$ cat config.mk
export PLATFORM = sky130hd
export DESIGN_NAME = line_centroid_ci
export DESIGN_NICKNAME = d
export VERILOG_FILES = /design/src/rtl/line_centroid_ci.sv
export SDC_FILE = /design/constraint.sdc
export NUM_CORES = 1
export LEC_CHECK = 0
export CORE_MARGIN = 8
export CORE_UTILIZATION = 60
export CTS_CLUSTER_SIZE = 25
export DETAILED_ROUTE_END_ITERATION = 8
export DONT_BUFFER_PORTS = 1
export PLACE_DENSITY = 0.87
export SYNTH_ARGS = -nofsm -noshare
export SYNTH_HDL_FRONTEND = slang
export SYNTH_SLANG_ARGS = --single-unit
$ cat constraint.sdc
create_clock -name clock -period 3.92 [get_ports clock]
set_input_delay 1.176 -clock clock [delete_from_list [all_inputs] [get_ports clock]]
set_output_delay 1.176 -clock clock [all_outputs]
set_load 0.02 [all_outputs]
$ cat src/rtl/line_centroid_ci.sv
// line_centroid_ci: per-line centroid custom instruction with a restoring divider and frame accumulators
module line_centroid_ci #(
  parameter logic [7:0] customInstructionId = 8'd0,
  parameter int         FRAC_BITS           = 4
) (
  input  logic        clock,
  input  logic        reset,
  input  logic        ciStart,
  input  logic        ciCke,
  input  logic [7:0]  ciN,
  input  logic [31:0] ciValueA,
  input  logic [31:0] ciValueB,
  output logic [31:0] ciResult,
  output logic        ciDone
);
  localparam int W = 20 + FRAC_BITS;
  localparam logic [1:0] IDLE   = 2'd0;
  localparam logic [1:0] DIVIDE = 2'd1;
  localparam logic [1:0] FINISH = 2'd2;

  logic [1:0]   state;
  logic [W-1:0] dividend;
  logic [W-1:0] quotient;
  logic [12:0]  remainder;
  logic [11:0]  divisor;
  logic [4:0]   stepCount;
  logic [31:0]  centroidSum;
  logic [15:0]  validLines;

  logic        isMyCi;
  logic        idleCi;
  logic        immDone;
  logic        finishDone;
  logic        startDivide;
  logic [1:0]  opCode;
  logic [11:0] opCount;
  logic [31:0] quotExt;
  logic [23:0] quot24;
  logic [12:0] remShift;
  logic        remFits;
  logic [32:0] sumNext;
  logic        unusedBits;

  assign opCode      = ciValueA[1:0];
  assign opCount     = ciValueB[11:0];
  assign isMyCi      = reset & ciStart & ciCke & (ciN == customInstructionId);
  assign idleCi      = isMyCi & (state == IDLE);
  // Reads, clear and the divide-by-zero case all complete in their start cycle
  assign immDone     = idleCi & ((opCode != 2'd0) | (opCount == 12'd0));
  assign startDivide = idleCi & (opCode == 2'd0) & (opCount != 12'd0);
  assign finishDone  = reset & ciCke & (state == FINISH);
  assign quotExt     = 32'(quotient);
  assign quot24      = quotExt[23:0];
  assign remShift    = {remainder[11:0], dividend[W-1]};
  assign remFits     = remShift >= {1'b0, divisor};
  assign sumNext     = {1'b0, centroidSum} + {9'd0, quot24};
  assign unusedBits  = ^{ciValueA[31:2], quotExt[31:24], remainder[12]};

  // Completion strobe and result mux; result is forced to zero whenever no completion is signalled
  always_comb begin
    ciDone   = immDone | finishDone;
    ciResult = finishDone        ? {8'd0, quot24} :
               !immDone          ? 32'd0 :
               opCode == 2'd1    ? centroidSum :
               opCode == 2'd2    ? {16'd0, validLines} :
               opCode == 2'd3    ? 32'd0 : 32'h8000_0000;
  end

  // Control FSM, one restoring divide step per enabled cycle, and saturating frame accumulators
  always_ff @(posedge clock) begin
    if (!reset) begin
      state       <= IDLE;
      dividend    <= '0;
      quotient    <= '0;
      remainder   <= '0;
      divisor     <= '0;
      stepCount   <= '0;
      centroidSum <= '0;
      validLines  <= '0;
    end else if (ciCke) begin
      if (state == IDLE) begin
        if (startDivide) begin
          dividend  <= {ciValueB[31:12], {FRAC_BITS{1'b0}}};
          divisor   <= opCount;
          remainder <= '0;
          quotient  <= '0;
          stepCount <= 5'(W - 1);
          state     <= DIVIDE;
        end
        if (idleCi && opCode == 2'd3) begin
          centroidSum <= '0;
          validLines  <= '0;
        end
      end else if (state == DIVIDE) begin
        remainder <= remFits ? remShift - {1'b0, divisor} : remShift;
        quotient  <= {quotient[W-2:0], remFits};
        dividend  <= {dividend[W-2:0], 1'b0};
        stepCount <= stepCount - 5'd1;
        state     <= (stepCount == 5'd0) ? FINISH : DIVIDE;
      end else if (state == FINISH) begin
        centroidSum <= sumNext[32] ? 32'hFFFF_FFFF : sumNext[31:0];
        validLines  <= (validLines == 16'hFFFF) ? validLines : validLines + 16'd1;
        state       <= IDLE;
      end else begin
        state <= IDLE;
      end
    end
  end
endmodule
==> run_results.csv, run 1 <==
group,metric,value,unit
finish,instances_no_fill,1112,
clock_network,numCtsBuffers,17,
logic_synthesis,ys_types,77,
logic_synthesis,ys_top_cells_by_area,"dfxtp_1 33%, nand2_1 8.2%, ha_1 6.3%",
grt,grt_pass1_wl,31.3,mm
floorplanning,num_rows,41,
finish,seq_area,2460,um^2
critical_path,cp-start-kind,"input pin",
clock_network,path_clk_slew,0.05,ns
finish,drive_above_1_share,10.7,%
sta,fin_crit,3.76,ns
floorplanning,start_util,60.6,%
finish,layout_commonest_cell,"nand2_1",
logic_synthesis,syn_nets,1046,
critical_path,worst-setup-path-type,"input pin to output pin",
job,maxCapViolations,0,
critical_path,cp_common_cell,"buf_4",
sta,hold_viol,0,
critical_path,endpoint_kind,"output pin",
pwr,leakage,0.00365,uW
floorplanning,dieHeight,128,um
logic_synthesis,yosys_warnings,0,
logic_synthesis,ys_seq_area_share,32.6,%
logic_synthesis,synth_top_area_cell,"dfxtp_1",
route,wl_per_cell,17.0,um
place,gp_congestion,0.898,
sta,finalClockSkew,0.00754,ns
place,portBuffers,0,
place,hpwl,13.2,mm
floorplanning,die_x,128,um
sta,finalSetupTns,0,ns
finish,syn_to_final_growth,11.2,%
logic_synthesis,syn_avg_cell_area,8.12,um^2
critical_path,crit_path_max_incr_delay,0.36,ns
finish,nets,1043,
clock_network,htreeDepth,4,
route,wl_met3,1.22,mm
clock_network,clk_latency,0.43,ns
sta,finalMaxSlewViolations,0,
route,via_per_inst,6.19,
critical_path,crit_buf_inv,2,
pwr,ir_worst_vdd,0.335,mV
place,placed_cells,1080,
finish,finalInstanceArea,8390,um^2
clock_network,cts_tree,"yes",
route,drt_iter0_drc,504,
logic_synthesis,syn_area,7550,um^2
logic_synthesis,async_flop_share,0,%
grt,grt_max_degree,83,
route,post-route-drc-count,0,
finish,multiInputGateArea,4710,um^2
finish,final_cell_mix,"163 x nand2_1, 123 x dfxtp_1, 57 x nand3_1",
pwr,p_per_area,353,nW/um^2
logic_synthesis,synth_edf_count,0,
sta,setup_ws,0.164,ns
critical_path,crit_slowest_cell,"or2_4",
route,postRouteWirelength,18.9,mm
sta,finalCritPeriodShare,95.8,%
clock_network,cts_buffer_depth,2,
critical_path,path_delay_family,"simple AND/OR/NAND/NOR gates",
place,place_area,7740,um^2
critical_path,required,2.74,ns
logic_synthesis,synth_cells,930,
place,dpl_worst_slack,0.0206,ns
finish,nFillCells,1027,
floorplanning,die_area,16400,um^2
pwr,power.total,2970,uW
grt,gr-usage-all-layers,23.4,%
grt,grt.overflow.total,0,
run_status,status,"finished clean",
sta,tightest_slew,0.827,ns
floorplanning,io_pins,109,
route,dr_total_vias,6884,
finish,diodes,0,
route,routed.top_layer,"met4",
critical_path,crit_chain,"nor4_1 -> buf_4 -> a311oi_1 -> or2_4 -> o21ai_0 -> buf_4",
logic_synthesis,yosysTopAreaCellShare,32.6,%
route,dr.pass1.iters,5,
critical_path,critical_path.max_fanout,18,
grt,antenna_found_initial,0,
sta,rsz0062_at_grt,"no",
clock_network,cts_hold_repair.buffers,0,
clock_network,clkSinkCount,123,
logic_synthesis,synthFlopType,"dfxtp_1",
clock_network,cts_root_buf,"clkbuf_16",
worst_hold_path,hp-class,"flop to flop",
route,wl_met2,9.59,mm
route,postRouteAntennaNets,0,
sta,max-slew-margin-rel,44.9,%
sta,setup_violations,0,
route,wl_met1,7.62,mm
sta,fmax,266,MHz
floorplanning,fp.coreArea,12500,um^2
critical_path,worstPathArrival,2.58,ns
logic_synthesis,ys_seq_elements,123,
grt,grt_pass1_vias,6637,
per-stage QoR:
| step | utilization [%] | hold WS, ns |
|---|---|---|
| 6_report | 67.3 | 0.460 |
| 5_1_grt | 67.3 | 0.480 |
| 4_1_cts | 67.2 | 0.464 |
| 3_5_place_dp | 62.1 | 0.457 |
| 3_3_place_gp | 62.1 | 0.448 |
| 2_1_floorplan | - | 0.436 |
cells by family (layout without fill, tap and decap cells):
group / after synthesis / count (layout) / share of synthesized area, %
fa+ha+maj: 40 / 40 / 6.83
mux: 14 / 14 / 1.87
compound gates: 251 / 251 / 24.3
xor+xnor: 44 / 44 / 5.10
buf+inv: 81 / 91 / 5.25
flops: 123 / 123 / 32.6
simple gates: 377 / 377 / 24.0
path summary, 6_finish.rpt:
kind | slack, ns | to | start | cells past startpoint
worst max-delay path | 0.16 | ciResult[5] | ciValueB[11] | 6
worst min-delay path | 0.46 | centroidSum[9] | centroidSum[9] | 2
worst max register to register | 0.84 | centroidSum[19] | quot24[0] | 10
worst min register to register | 0.46 | centroidSum[9] | centroidSum[9] | 2
Yosys cell counts (21+ instances only):
library cell,count
ha_1,38
a21oi_1,42
o21ai_0,55
xor2_1,21
a21boi_0,23
nand3_1,57
nor2_1,40
xnor2_1,23
nand2_1,164
nor2b_1,28
o211a_1,21
dfxtp_1,123
inv_1,24
clkbuf_1,33
area by class of cell:
type	instances	area share, %
clock buffer	21	5.61
timing repair buffer	35	3.28
tap	172	2.56
sequential	123	29.3
multi-input combinational	726	56.2
inverter	24	1.07
clock inverter	11	1.98
worst register-to-register path, cell delays in order (launching register included):
cell      delay, ns
dfxtp_1        0.36
ha_1           0.23
fa_1           0.45
a211oi_1       0.43
o211ai_2       0.21
o21ai_2        0.14
o31a_1         0.25
o21ba_2        0.29
nor2_8         0.11
nor2_2         0.35
a21oi_1        0.12
state kept, by name, indices dropped and copies added (netlist names):
name and cells:
centroidSum 32, quot24 24, dividend 20, validLines 16, divisor 12, remainder 12
stepCount 5, state 2
metal layers:
layer / GRT usage, % / vias up
met5: 0 / -
met4: 9.93 / 0
met3: 6.36 / 47
met2: 41.4 / 214
met1: 25.8 / 3299
li1: - / 3324
power breakdown:
group | leakage (uW) | total, uW | switching [uW] | internal, uW
Clock | 0.000305 | 1680 | 566 | 1110
Combinational | 0.00236 | 39.2 | 23.7 | 15.6
Sequential | 0.000990 | 1250 | 0.0630 | 1250
Total | 0.00365 | 2970 | 589 | 2380
what timing repair did:
action,in CTS,in global routing
buffers inserted,0,0
resized for setup,0,3
setup endpoints to repair,0,18
No activity file was read; power rests on OpenSTA's default activity.
==> run 2, diff against run 1 <==
--- a/config.mk
+++ b/config.mk
@@ -5,6 +5,7 @@
 export SDC_FILE = /design/constraint.sdc
 export NUM_CORES = 1
 export LEC_CHECK = 0
+export CORE_ASPECT_RATIO = 0.5
 export CORE_MARGIN = 8
 export CORE_UTILIZATION = 60
 export CTS_CLUSTER_SIZE = 25
==> run 2 against run 1 <==
  * Fmax fell by 1.7%
  * Highest routed layer unchanged
  * Largest cell class unchanged
  * Routed wire length up 2.5%
  * Sequential power is essentially flat
==> run_results.csv, run 2 (synthesis results as in run 1) <==
group,metric,value,unit
finish,top_register,"centroidSum",
route,postRouteWirelength,19.4,mm
finish,instances_no_fill,1110,
finish,diodes,0,
grt,antenna_found_initial,0,
route,post-route-drc-count,0,
pwr,p_clk_share,55.6,%
route,postRouteAntennaNets,0,
sta,setup_ws,0.101,ns
finish,syn_to_final_growth,10.5,%
clock_network,clkSinkCount,123,
pwr,power.total,2900,uW
sta,rsz0062_at_grt,"no",
sta,fin_crit,3.82,ns
sta,tightest_slew,0.699,ns
route,dr.pass1.iters,5,
place,placed_cells,1078,
route,drt_iter0_drc,659,
critical_path,cp-start-kind,"input pin",
sta,setup_violations,0,
finish,largest_reg_flops,32,
route,via_per_inst,6.33,
worst_hold_path,hold_start,"centroidSum[2]",
sta,fmax,262,MHz
floorplanning,fp.coreArea,12500,um^2
finish,nets,1043,
floorplanning,die_x,175,um
floorplanning,num_rows,29,
pwr,p_comb_share,1.3,%
pwr,switching_share,21.0,%
grt,grt_pass1_vias,6800,
run_status,status,"finished clean",
critical_path,r2r-start,"quot24[0]",
place,portBuffers,0,
floorplanning,dieHeight,95.3,um
critical_path,required,2.74,ns
sta,finalCritPeriodShare,97.4,%
clock_network,path_clk_slew,0.05,ns
finish,drive_above_1_share,10.5,%
floorplanning,start_util,60.5,%
worst_hold_path,hp-class,"flop to flop",
sta,finalMaxSlewViolations,0,
sta,hold_slack,0.463,ns
pwr,ir_worst_vdd,0.301,mV
clock_network,cts_hold_repair.buffers,0,
critical_path,r2r_cells,10,
clock_network,cts_buffer_depth,2,
clock_network,clk_latency,0.43,ns
worst_hold_path,holdPathEnd,"centroidSum[2]",
critical_path,worstPathArrival,2.64,ns
floorplanning,die_area,16600,um^2
grt,gr-usage-all-layers,22.9,%
job,maxCapViolations,0,
critical_path,endpoint_kind,"output pin",
critical_path,critical_path.max_fanout,18,
floorplanning,io_pins,109,
finish,final_cell_mix,"163 x nand2_1, 123 x dfxtp_1, 57 x nand3_1",
place,dpl_worst_slack,0.0707,ns
pwr,power_switching,610,uW
sta,finalClockSkew,0.0121,ns
clock_network,cts_root_buf,"clkbuf_16",
clock_network,numCtsBuffers,17,
critical_path,worst-setup-path-type,"input pin to output pin",
place,gp_congestion,0.903,
clock_network,cts_tree,"yes",
critical_path,regToRegSetupSlack,0.97,ns
pwr,power.internal,2290,uW
grt,grt_max_degree,83,
pwr,p_seq_share,43.1,%
pwr,leakage,0.00364,uW
grt,grt.overflow.total,0,
sta,hold_viol,0,
place,hpwl,13.1,mm
critical_path,crit-reg2reg-capture,"centroidSum[23]",
route,wl_per_cell,17.4,um
finish,layout_commonest_cell,"nand2_1",
worst_hold_path,whs_path_depth,2,
clock_network,htreeDepth,4,
grt,grt_pass1_wl,31.9,mm
route,dr_total_vias,7025,
pwr,p_per_area,348,nW/um^2
sta,max-slew-margin-rel,53.2,%
==> run 2: cell count changes in the layout (fill, tap and decap cells not counted) <==
cell       delta
bufinv_16     -1
clkbuf_8      -1
clkinv_2      +2
nor4_1        +1
nor4_2        -1
nor4bb_1      +1
nor4bb_2      -1
==> run 2: final cells by class <==
type | count | area [um^2]
multi-input combinational | 726 | 4700
fill | 970 | 4140
sequential | 123 | 2460
clock buffer | 20 | 457
timing repair buffer | 35 | 275
tap | 170 | 213
clock inverter | 12 | 146
inverter | 24 | 90.1
==> run 2: how the worst max path moves through the flow <==
stage,startpoint,endpoint,slack [ns],cells past startpoint
after global placement,ciValueB[11],ciResult[1],0.08,6
after detailed placement,ciValueB[2],ciResult[2],0.07,6
after CTS,ciValueB[2],ciResult[2],0.07,6
after floorplan,reset,ciResult[10],-0.03,7
after global routing,ciValueB[2],ciResult[0],0.03,6
final,ciValueB[2],ciResult[2],0.10,6
==> run 2: per-layer routing <==
layer / GRT usage (%) / part of all wire (%) / wire (um) / vias to the layer above
li1: - / - / - / 3333
met1: 26.3 / 42 / 8150 / 3351
met2: 39.7 / 48 / 9330 / 279
met3: 6.25 / 6.7 / 1290 / 62
met4: 11.8 / 3.1 / 600 / 0
met5: 0 / 0 / 0 / -
==> run 2: power groups by stage <==
stage	Sequential (uW)	Clock (uW)	Combinational, uW
final	1250	1610	38.5
after floorplan	1280	0	37.9
after detailed placement	1280	0	37.5
after global routing	1250	1680	41.2
after CTS	1250	1620	37.8
after global placement	1280	0	36.2
==> run 2: worst max-delay path, stage by stage <==
cell and delay, ns:
nor4_1 0.30, buf_4 0.19, a311oi_1 0.11, or2_4 0.35
o21ai_0 0.31, buf_4 0.21
==> run 2: metrics by stage <==
step                      cell area (um^2)  util (%)  setup TNS (ns)
final                                 8340      66.8               0
after detailed placement              7740      62.0               0
after global placement                7740      62.0               0
after global routing                  8340      66.8               0
after CTS                             8340      66.8               0
after floorplan                       7550         -          -0.254
==> run 2: timing repair <==
item,4_1_cts,5_1_grt
setup endpoints to repair,0,13
resized for setup,0,1
buffers inserted,0,0
==> run 3, diff against run 2 <==
--- a/config.mk
+++ b/config.mk
@@ -5,6 +5,7 @@
 export SDC_FILE = /design/constraint.sdc
 export NUM_CORES = 1
 export LEC_CHECK = 0
+export ABC_AREA = 1
 export CORE_ASPECT_RATIO = 0.5
 export CORE_MARGIN = 8
 export CORE_UTILIZATION = 60
==> run 3 against run 2 <==
  * Clock-buffer cell count up 3
  * First-iteration DRC count up 28%
  * Critical endpoint is now ciResult[18]
  * Setup slack better by 0.031 ns
  * Combinational power up 42%
  * Synthesized cell count up 57%
  * Hold slack worse by 0.0032 ns
  * Fmax up 0.81%
  * Clock power up 5%
  * Highest routed layer is now met5
  * Area after synthesis up 16%
==> run_results.csv, run 3 <==
group,metric,value,unit
floorplanning,start_util,61.0,%
place,hpwl,18.7,mm
floorplanning,io_pins,109,
logic_synthesis,synth_edf_count,0,
job,maxCapViolations,0,
logic_synthesis,yosysTopAreaCellShare,28.1,%
clock_network,numCtsBuffers,17,
finish,final_util,67.8,%
sta,max-slew-margin-rel,24.2,%
finish,layout_commonest_cell,"nand2_1",
pwr,p_per_area,307,nW/um^2
route,dr.pass1.iters,5,
critical_path,endpoint_kind,"output pin",
pwr,power.total,2990,uW
logic_synthesis,ys_top_cells_by_area,"dfxtp_1 28%, nand2_1 21%, inv_1 7.0%",
logic_synthesis,yosysMostFrequentCell,"nand2_1",
finish,final_cell_mix,"493 x nand2_1, 164 x inv_1, 136 x nor2_1",
place,gp_congestion,0.967,
sta,tightest_slew,1.14,ns
finish,top_register,"centroidSum",
grt,grt_pass1_vias,8907,
pwr,p_clk_share,56.4,%
route,via_per_inst,5.61,
floorplanning,die_area,18900,um^2
logic_synthesis,syn_nets,1576,
grt,antenna_found_initial,1,
critical_path,critical_path.max_fanout,33,
route,postRouteAntennaNets,0,
pwr,power_switching,653,uW
grt,grt_pass1_wl,42.6,mm
pwr,power.internal,2340,uW
clock_network,clkSinkCount,123,
sta,finalClockSkew,0.0169,ns
floorplanning,die_x,187,um
route,wl_per_cell,15.4,um
logic_synthesis,synthFlopType,"dfxtp_1",
clock_network,path_clk_slew,0.06,ns
grt,grt.overflow.total,0,
route,post-route-drc-count,0,
sta,finalSetupTns,0,ns
worst_hold_path,hp-class,"flop to flop",
sta,fmax,264,MHz
pwr,leakage,0.00454,uW
floorplanning,num_rows,31,
logic_synthesis,ys_seq_elements,123,
finish,largest_reg_flops,32,
logic_synthesis,ys_seq_area_share,28.1,%
clock_network,post_cts_resized,0,
grt,grt_max_degree,65,
route,dr_total_vias,9435,
finish,diodes,0,
route,drt_iter0_drc,842,
sta,setup_violations,0,
logic_synthesis,synth_cells,1460,
logic_synthesis,ys_types,42,
finish,syn_to_final_growth,11.1,%
clock_network,cts_hold_repair.buffers,0,
critical_path,worst-setup-path-type,"input pin to output pin",
clock_network,htreeDepth,4,
finish,drive_above_1_share,8.89,%
grt,gr-usage-all-layers,27.1,%
logic_synthesis,synth_common_cells,"493 x nand2_1, 164 x inv_1, 139 x nor2_1",
finish,nets,1587,
route,postRouteWirelength,25.8,mm
sta,finalCritPeriodShare,96.6,%
sta,hold_viol,0,
critical_path,worstPathArrival,2.61,ns
sta,finalMaxSlewViolations,0,
logic_synthesis,yosys_warnings,0,
clock_network,post-cts-setup-buffers,0,
pwr,switching_share,21.8,%
sta,fin_crit,3.79,ns
critical_path,required,2.74,ns
run_status,status,"finished clean",
logic_synthesis,async_flop_share,0,%
floorplanning,fp.coreArea,14400,um^2
floorplanning,dieHeight,101,um
pwr,p_comb_share,1.8,%
clock_network,cts_buffer_depth,2,
clock_network,clk_latency,0.43,ns
pwr,p_seq_share,41.8,%
logic_synthesis,synth_top_area_cell,"dfxtp_1",
logic_synthesis,syn_avg_cell_area,6.00,um^2
sta,rsz0062_at_grt,"no",
place,portBuffers,0,
clock_network,cts_root_buf,"clkbuf_16",
pwr,ir_worst_vdd,0.306,mV
logic_synthesis,syn_area,8750,um^2
critical_path,cp-start-kind,"input pin",
clock_network,cts_tree,"yes",
## run 3: cell count changes after synthesis, moves of 22 or more
| cell | previous run | this run |
|---|---|---|
| nor2b_1 | 28 | 0 |
| inv_1 | 24 | 164 |
| nor2_1 | 40 | 139 |
| nand3_1 | 57 | 97 |
| nand2_1 | 164 | 493 |
| a21oi_1 | 42 | 108 |
| a21boi_0 | 23 | 1 |
## run 3: layout make-up
cell class | instances | area (um^2)
multi-input cells | 1105 | 5360
flip-flops and latches | 123 | 2460
well taps | 198 | 248
clock inverters | 9 | 135
inverters | 175 | 659
repair buffers | 49 | 380
clock buffers | 23 | 488
fillers | 1283 | 4620
## run 3: logic make-up after synthesis
family,Yosys count,share of synthesized area [%]
AO/OA/AOI/OAI,223,13.4
adder cells (fa/ha/maj),40,5.89
AND/OR/NAND/NOR,811,38.6
flip-flops,123,28.1
XOR/XNOR,31,3.10
buffers and inverters,232,10.8
## run 3: per-layer routing
metal	GRT usage [%]	vias up	wire (um)
li1	-	4654	-
met1	36.4	4310	11800
met2	43.5	413	11300
met3	5.40	56	2200
met4	9.16	2	556
met5	0	-	9
## run 3: metrics by stage
| stage | cells | cell area, um^2 | setup WS, ns | hold slack [ns] |
|---|---|---|---|---|
| 4_1_cts | 1682 | 9720 | 0.0718 | 0.460 |
| 3_3_place_gp | 1650 | 9100 | 0.119 | 0.448 |
| 6_report | 1682 | 9730 | 0.132 | 0.460 |
| 5_1_grt | 1682 | 9730 | 0.0685 | 0.481 |
| 3_5_place_dp | 1650 | 9100 | 0.0728 | 0.452 |
| 2_1_floorplan | 1460 | 8750 | 0.239 | 0.433 |
## run 3: final timing paths
check / endpoint / start / cells past startpoint / slack (ns)
hold reg to reg: divisor[3] / divisor[3] / 2 / 0.46
hold / removal: divisor[3] / divisor[3] / 2 / 0.46
setup / recovery: ciResult[18] / ciValueB[7] / 7 / 0.13
setup reg to reg: centroidSum[23] / centroidSum[0] / 13 / 1.24
## run 3: power by group through the flow
stage | Combinational [uW] | Sequential [uW] | Clock, uW
global route | 59.8 | 1250 | 1750
detailed placement | 52.6 | 1280 | 0
CTS | 53.4 | 1250 | 1680
finish | 54.7 | 1250 | 1690
global placement | 51.1 | 1280 | 0
floorplan | 48.6 | 1280 | 0
## run 3: worst max-delay path: stages
cell and delay (ns):
nor4_2 0.35, nand3_1 0.17, nand2_1 0.12, nand2_1 0.09, buf_12 0.19, o21ai_0 0.31, buf_4 0.21
